## config.mk

```make
export PLATFORM = sky130hd
export DESIGN_NAME = ps2_kbd_rx_flat
export DESIGN_NICKNAME = d
export VERILOG_FILES = /design/src/rtl/ps2_kbd_rx_if.sv /design/src/rtl/ps2_kbd_rx.sv /design/src/flat_wrapper.sv
export SDC_FILE = /design/constraint.sdc
export NUM_CORES = 1
export LEC_CHECK = 0
export ABC_AREA = 1
export CAP_MARGIN = 0
export CELL_PAD_IN_SITES_DETAIL_PLACEMENT = 0
export CELL_PAD_IN_SITES_GLOBAL_PLACEMENT = 1
export CORE_MARGIN = 1
export CORE_UTILIZATION = 45
export DETAILED_ROUTE_END_ITERATION = 8
export DONT_BUFFER_PORTS = 1
export MAX_ROUTING_LAYER = met4
export PLACE_DENSITY = 0.79
export SLEW_MARGIN = 10
export SYNTH_ARGS = -nofsm -noshare
export SYNTH_HDL_FRONTEND = slang
export SYNTH_SLANG_ARGS = --single-unit
```

## constraint.sdc

```tcl
create_clock -name clk -period 2 [get_ports clk]
set_input_delay 0.4 -clock clk [delete_from_list [all_inputs] [get_ports clk]]
set_output_delay 0.4 -clock clk [all_outputs]
set_load 0.05 [all_outputs]
```

## src/rtl/ps2_kbd_rx_if.sv

```systemverilog
// Key-event stream from the PS/2 receiver to the character/VGA logic.
// Handshake: the producer raises ev_valid while a head event is presented and
// keeps ev_code/ev_brk/ev_ext stable until it is taken; an event is transferred
// on the clock edge where ev_valid & ev_ready are both 1; ev_ready may be driven
// freely by the consumer and is never required to wait for ev_valid.
interface ps2_kbd_rx_if;
  logic       ev_valid;
  logic       ev_ready;
  logic [7:0] ev_code;
  logic       ev_brk;
  logic       ev_ext;

  modport master (output ev_valid, ev_code, ev_brk, ev_ext, input ev_ready);
  modport slave  (input ev_valid, ev_code, ev_brk, ev_ext, output ev_ready);
endinterface

```

## src/rtl/ps2_kbd_rx.sv

```systemverilog
// PS/2 keyboard receiver: pin synchronisers, 11-bit frame deserialiser with
// idle timeout, E0/F0 prefix folding and a first-word-fall-through event FIFO.
// Optional feature macro: PS2_PARITY_CHK_EN (odd parity enforced when defined).
// FIFO_AW must be at least 1.
module ps2_kbd_rx #(
  parameter int FIFO_AW     = 3,
  parameter int TIMEOUT_CYC = 50000,
  parameter bit DECODE      = 1'b1
) (
  input  logic               clk,
  input  logic               rst,
  input  logic               ps2_clk,
  input  logic               ps2_data,
  ps2_kbd_rx_if.master       ev,
  output logic [FIFO_AW:0]   fifo_cnt,
  output logic               ovf,
  input  logic               ovf_clr,
  output logic               frm_err
);
  localparam int DEPTH = 2 ** FIFO_AW;
  localparam int TW    = $clog2(TIMEOUT_CYC + 1);

  logic [1:0]         clk_sync_q, dat_sync_q;
  logic               clk_prev_q;
  logic               fall;
  logic [9:0]         shift_q, shift_d;
  logic [10:0]        frame;
  logic [3:0]         bit_cnt_q, bit_cnt_d;
  logic [TW-1:0]      tmr_q, tmr_d;
  logic               byte_vld_q, byte_vld_d;
  logic [7:0]         byte_q, byte_d;
  logic               frm_err_q, frm_err_d;
  logic               frame_ok, tmo;
  logic               ext_q, ext_d, brk_q, brk_d;
  logic               push;
  logic [9:0]         push_data;
  logic [9:0]         mem_q [DEPTH];
  logic [FIFO_AW-1:0] wr_ptr_q, rd_ptr_q;
  logic [FIFO_AW:0]   cnt_q, cnt_d;
  logic               full, pop, wr_en, drop;
  logic               ovf_q;

  // Two-stage synchronisers on both pins plus the previous synced clock level.
  always_ff @(posedge clk or posedge rst) begin
    if (rst) begin
      clk_sync_q <= 2'b11;
      dat_sync_q <= 2'b11;
      clk_prev_q <= 1'b1;
    end else begin
      clk_sync_q <= {clk_sync_q[0], ps2_clk};
      dat_sync_q <= {dat_sync_q[0], ps2_data};
      clk_prev_q <= clk_sync_q[1];
    end
  end

  assign fall  = clk_prev_q & ~clk_sync_q[1];
  // Bits arrive LSB first; the current bit completes the frame on the 11th edge.
  assign frame = {dat_sync_q[1], shift_q};

  // Deserialiser: shift on falling edges, judge the frame on the 11th, abort on idle.
  always_comb begin
    shift_d    = shift_q;
    bit_cnt_d  = bit_cnt_q;
    tmr_d      = tmr_q;
    byte_vld_d = 1'b0;
    byte_d     = byte_q;
    frm_err_d  = 1'b0;
    frame_ok   = 1'b0;
    tmo        = 1'b0;
    if (fall) begin
      shift_d = frame[10:1];
      tmr_d   = '0;
      if (bit_cnt_q == 4'd10) begin
        bit_cnt_d = '0;
`ifdef PS2_PARITY_CHK_EN
        frame_ok  = ~frame[0] & frame[10] & (^frame[9:1]);
`else
        frame_ok  = ~frame[0] & frame[10];
`endif
        byte_vld_d = frame_ok;
        byte_d     = frame[8:1];
        frm_err_d  = ~frame_ok;
      end else begin
        bit_cnt_d = bit_cnt_q + 4'd1;
      end
    end else if (bit_cnt_q != 4'd0) begin
      if (tmr_q == TW'(TIMEOUT_CYC - 1)) begin
        tmo       = 1'b1;
        bit_cnt_d = '0;
        tmr_d     = '0;
        shift_d   = '0;
        frm_err_d = 1'b1;
      end else begin
        tmr_d = tmr_q + TW'(1);
      end
    end else begin
      tmr_d = '0;
    end
  end

  // Deserialiser state and the registered received byte / error pulse.
  always_ff @(posedge clk or posedge rst) begin
    if (rst) begin
      shift_q    <= '0;
      bit_cnt_q  <= '0;
      tmr_q      <= '0;
      byte_vld_q <= 1'b0;
      byte_q     <= '0;
      frm_err_q  <= 1'b0;
    end else begin
      shift_q    <= shift_d;
      bit_cnt_q  <= bit_cnt_d;
      tmr_q      <= tmr_d;
      byte_vld_q <= byte_vld_d;
      byte_q     <= byte_d;
      frm_err_q  <= frm_err_d;
    end
  end

  // Prefix folding: E0/F0 only arm flags; any other byte becomes an event.
  always_comb begin
    ext_d     = ext_q;
    brk_d     = brk_q;
    push      = 1'b0;
    push_data = {ext_q, brk_q, byte_q};
    if (tmo) begin
      ext_d = 1'b0;
      brk_d = 1'b0;
    end else if (byte_vld_q) begin
      if (DECODE && byte_q == 8'hE0) begin
        ext_d = 1'b1;
      end else if (DECODE && byte_q == 8'hF0) begin
        brk_d = 1'b1;
      end else begin
        push  = 1'b1;
        ext_d = 1'b0;
        brk_d = 1'b0;
      end
    end
  end

  // Prefix flags.
  always_ff @(posedge clk or posedge rst) begin
    if (rst) begin
      ext_q <= 1'b0;
      brk_q <= 1'b0;
    end else begin
      ext_q <= ext_d;
      brk_q <= brk_d;
    end
  end

  assign full  = (cnt_q == (FIFO_AW + 1)'(DEPTH));
  assign pop   = ev.ev_valid & ev.ev_ready;
  assign wr_en = push & (~full | pop);
  assign drop  = push & full & ~pop;

  // Occupancy follows the accepted write and the pop of the same cycle.
  always_comb begin
    cnt_d = cnt_q;
    case ({wr_en, pop})
      2'b10:   cnt_d = cnt_q + (FIFO_AW + 1)'(1);
      2'b01:   cnt_d = cnt_q - (FIFO_AW + 1)'(1);
      default: cnt_d = cnt_q;
    endcase
  end

  // FIFO pointers, occupancy and sticky overflow (a drop beats a clear).
  always_ff @(posedge clk or posedge rst) begin
    if (rst) begin
      wr_ptr_q <= '0;
      rd_ptr_q <= '0;
      cnt_q    <= '0;
      ovf_q    <= 1'b0;
    end else begin
      if (wr_en) wr_ptr_q <= wr_ptr_q + FIFO_AW'(1);
      if (pop)   rd_ptr_q <= rd_ptr_q + FIFO_AW'(1);
      cnt_q <= cnt_d;
      if (drop)         ovf_q <= 1'b1;
      else if (ovf_clr) ovf_q <= 1'b0;
    end
  end

  // Event storage; contents are only ever read behind a valid write.
  always_ff @(posedge clk) begin
    if (wr_en) mem_q[wr_ptr_q] <= push_data;
  end

  assign ev.ev_valid = (cnt_q != '0);
  assign ev.ev_code  = ev.ev_valid ? mem_q[rd_ptr_q][7:0] : 8'h00;
  assign ev.ev_brk   = ev.ev_valid ? mem_q[rd_ptr_q][8]   : 1'b0;
  assign ev.ev_ext   = ev.ev_valid ? mem_q[rd_ptr_q][9]   : 1'b0;
  assign fifo_cnt    = cnt_q;
  assign ovf         = ovf_q;
  assign frm_err     = frm_err_q;
endmodule

```

## src/flat_wrapper.sv

```systemverilog
// flat-port wrapper written by rule: the top's interface ports become plain ports
module ps2_kbd_rx_flat 
#(
  parameter int FIFO_AW     = 3,
  parameter int TIMEOUT_CYC = 50000,
  parameter bit DECODE      = 1'b1
)
  (clk, rst, ps2_clk, ps2_data, fifo_cnt, ovf, ovf_clr, frm_err, ev_ev_valid, ev_ev_code, ev_ev_brk, ev_ev_ext, ev_ev_ready);
  ps2_kbd_rx_if ev_i ();
  input  logic clk;
  input  logic rst;
  input  logic ps2_clk;
  input  logic ps2_data;
  output logic [FIFO_AW:0] fifo_cnt;
  output logic ovf;
  input  logic ovf_clr;
  output logic frm_err;
  output wire logic [$bits(ev_i.ev_valid)-1:0] ev_ev_valid;
  output wire logic [$bits(ev_i.ev_code)-1:0] ev_ev_code;
  output wire logic [$bits(ev_i.ev_brk)-1:0] ev_ev_brk;
  output wire logic [$bits(ev_i.ev_ext)-1:0] ev_ev_ext;
  input wire logic [$bits(ev_i.ev_ready)-1:0] ev_ev_ready;
  assign ev_ev_valid = ev_i.ev_valid;
  assign ev_ev_code = ev_i.ev_code;
  assign ev_ev_brk = ev_i.ev_brk;
  assign ev_ev_ext = ev_i.ev_ext;
  assign ev_i.ev_ready = ev_ev_ready;
  ps2_kbd_rx #(.FIFO_AW(FIFO_AW), .TIMEOUT_CYC(TIMEOUT_CYC), .DECODE(DECODE)) u_core (.clk(clk), .rst(rst), .ps2_clk(ps2_clk), .ps2_data(ps2_data), .ev(ev_i), .fifo_cnt(fifo_cnt), .ovf(ovf), .ovf_clr(ovf_clr), .frm_err(frm_err));
endmodule
```

==> results.yml, run 1 <==
status:
  run_status: "finished with violations"
  violations: "negative setup slack"
clocking:
  cts_buffers: 17
  root_buffer: "clkbuf_16"
  cts_sinks: 138
  cts.clk_slew.worst_paths_ps: 60
  cts_tree: "built"
  htree_num_levels: 4
  clk_path_buf_depth: 2
  clk_latency_ps: 420
hold_path:
  hold_path_end: "u_core.ovf"
  min-delay-start: "ovf_clr"
  hp-class: "in2reg"
  hold_depth: 1
worst_setup_path:
  ff2ff_path_depth: 11
  rrSetupSlack_ps: 40
  reg2reg_from: "u_core.byte_q[5]"
  critPathLaunchType: "register"
  critical_path_required_ps: 1600
  crit_fanout: 13
  critical_path_class: "reg2out"
  endpoint_kind: "primary output"
  crit_arrival_ps: 1780
  reg2reg_to: "u_core.fifo_cnt[2]"
finish:
  finish.net_count: 648
  fin_util_pct: 57.9
  syn_to_final_growth_pct: 26.1
  num_antenna_cells: 0
  drive_above_1_share_pct: 24.6
logic_synthesis:
  ys_seq_area_share_pct: 63.7
  syn_area_sq_um: 6060
  yosysTopAreaCellShare_pct: 39.7
  ys_warn_count: 0
  synth_top_cell_by_area: "edfxtp_1"
  syn_avg_cell_area_sq_um: 10.6
  synthTopCellsByArea: "edfxtp_1, dfrtp_1, nor2_1"
  syn_inst: 573
  ys_types: 37
  synth-seq-cells: 138
  syn_nets: 588
detailed_routing:
  routed-via-count: 4226
  drt-total-wl_microns: 12000
  ant_nets: 0
  met1_length_microns: 5180
  firstDrtPassIters: 5
  wl_per_cell_microns: 14.6
  top_layer: "met4"
  met3_length_microns: 392
  dr_wl_met2_microns: 6190
  routed_via_density: 5.14
  drc: 0
  dr.first_iter.drc_count: 231
timing:
  skew_ps: 5.86
  slew_violations: 0
  worst_slack_ps: -180
  slew_headroom_pct: 59.7
  setup_violations: 10
  worst_pin_slew_ps: 603
  rsz0062_at_grt: "true"
  post-route-period-util_pct: 109
  final_hold_viol_count: 0
  final.min_clock_period_ps: 2180
  clock.fmax_mhz: 459
floorplan:
  die_h_microns: 118
  core_sq_um: 13200
  rows: 42
  fp.dieW_microns: 118
  start_util_pct: 45.9
  dieArea_sq_um: 13900
  io_pins: 23
placed_design:
  hpwl_microns: 7960
  routabilityCongestion: 0.824
  io_buffers: 0
  dp_slack_ps: 46.3
run:
  maxCapViolations: 0
power:
  power_per_cell_area_nw_per_um2: 1510
  power_leakage_nw: 3.07
  ir_drop_uv: 687
grt:
  grt-ovfl-total: 0
  grtUsageTotal_pct: 19.3
  antenna_found_initial: 0
  grt_pass1_vias: 4151
  grt_pass1_wl_microns: 20200
  grt_max_degree: 35
==> synth_stat cells, drive strengths merged <==
cell type  count
o22ai         10
nor3           2
inv           46
clkbuf        16
ha             9
and2           1
nor2         118
a31oi          1
o21ai         70
a21boi         1
nand4          6
xor2           8
or2            1
nor3b          2
nand3         38
dfrtp         53
o211ai        11
edfxtp        80
clkinv         1
xnor2          4
nand2         73
a21oi         10
buf            6
dfstp          5
nand3b         1
==> stage by stage <==
| step | total power [mW] | setup TNS (ps) | cell area, sq um | cells | hold WS [ps] |
|---|---|---|---|---|---|
| after floorplan | 6.43 | -33.4 | 6180 | 573 | 345 |
| final | 11.6 | -1450 | 7640 | 822 | 87.7 |
| after CTS | 11.6 | -1860 | 7560 | 818 | 77.0 |
| after global routing | 12.1 | -2500 | 7640 | 822 | 114 |
| after global placement | 8.10 | 0 | 6850 | 780 | 225 |
| after detailed placement | 8.24 | 0 | 6850 | 780 | 227 |
==> cells by family after synthesis <==
group / Yosys count / synth area share, %
DFF: 138 / 63.7
and+or+nand+nor: 242 / 18.3
AOI/OAI and AO/OA: 103 / 9.61
buffers and inverters: 69 / 4.77
adders and majority gates: 9 / 1.86
xor gates and xnor gates: 12 / 1.74
==> final cells by class <==
cell class / count / area (sq um)
Clock buffer: 19 / 433
Clock inverter: 13 / 169
Fill cell: 1059 / 5550
Inverter: 47 / 180
Multi-Input combinational cell: 366 / 2080
Sequential cell: 138 / 3870
Tap cell: 176 / 220
Timing Repair Buffer: 63 / 682
==> layout by cell type (no fill, tap or decap), types with 4 or more instances in the layout <==
cell type / Yosys / final
a21oi_1: 9 / 8
buf_12: 0 / 14
buf_4: 1 / 41
clkbuf_16: 0 / 17
clkinvlp_4: 0 / 4
dfrtp_1: 53 / 46
dfrtp_2: 0 / 7
dfstp_2: 5 / 5
edfxtp_1: 80 / 80
ha_1: 9 / 4
inv_1: 45 / 39
inv_2: 1 / 6
nand2_1: 69 / 65
nand2_2: 2 / 6
nand3_1: 33 / 33
nand4_1: 6 / 6
nor2_1: 110 / 93
nor2_2: 4 / 11
nor2_4: 2 / 12
o211ai_1: 11 / 11
o21ai_0: 69 / 61
o21ai_1: 1 / 9
o22ai_1: 10 / 10
xnor2_1: 4 / 4
xor2_1: 8 / 7
==> metal layers <==
metal  vias up  track usage (%)
li1       2066                -
met1      2057             22.9
met2        82             31.9
met3        21             4.31
met4         0             7.85
met5         -                -
==> critical path: stages (launching register included) <==
cell     delay, ps
dfrtp_2        450
inv_4          110
buf_12         140
o21ai_0         80
o22ai_1        210
nor2_1         110
nor2_4         120
buf_12         140
==> state kept, by name, indices dropped and copies added, names as in the netlist, 2 cells and up <==
signal / count
u_core.bit_cnt_q: 4
u_core.byte_q: 8
u_core.clk_sync_q: 2
u_core.dat_sync_q: 2
u_core.fifo_cnt: 4
u_core.mem_q: 80
u_core.rd_ptr_q: 3
u_core.shift_q: 10
u_core.tmr_q: 16
u_core.wr_ptr_q: 3
==> power by group <==
group	leakage [nW]	switching, mW	internal, mW	total (mW)
Sequential	1.51	0.212	3.33	3.54
Combinational	1.28	2.87	2.02	4.88
Clock	0.280	1.17	1.97	3.14
Total	3.07	4.25	7.31	11.6
==> what timing repair did <==
item / 4_1_cts / 5_1_grt
gates resized for setup: 12 / 25
cloned: 1 / 0
endpoints found under the setup margin: 10 / 13
endpoints found under the hold margin: 10 / 0
pin swaps: 9 / 14
setup buffers: 2 / 5
hold buffers: 3 / 0
==> worst max-delay path by stage <==
stage,slack (ps),startpoint,to,cells past startpoint
2_1_floorplan,-30,u_core.byte_q[0],u_core.fifo_cnt[2],14
3_3_place_gp,90,u_core.tmr_q[10],u_core.fifo_cnt[2],11
3_5_place_dp,50,u_core.byte_q[7],u_core.fifo_cnt[2],12
4_1_cts,-210,u_core.rd_ptr_q[0],ev_ev_code[6],8
5_1_grt,-270,u_core.rd_ptr_q[0],ev_ev_code[5],8
6_report,-180,u_core.rd_ptr_q[0],ev_ev_code[5],7
Note: power is estimated with default switching activity, not from simulation.
==> run 2, diff against run 1 <==
Settings changed: GPL_TIMING_DRIVEN set to 1.
==> results of run 2 <==
No change in the layout: final DEF, timing and power equal those of run 1.
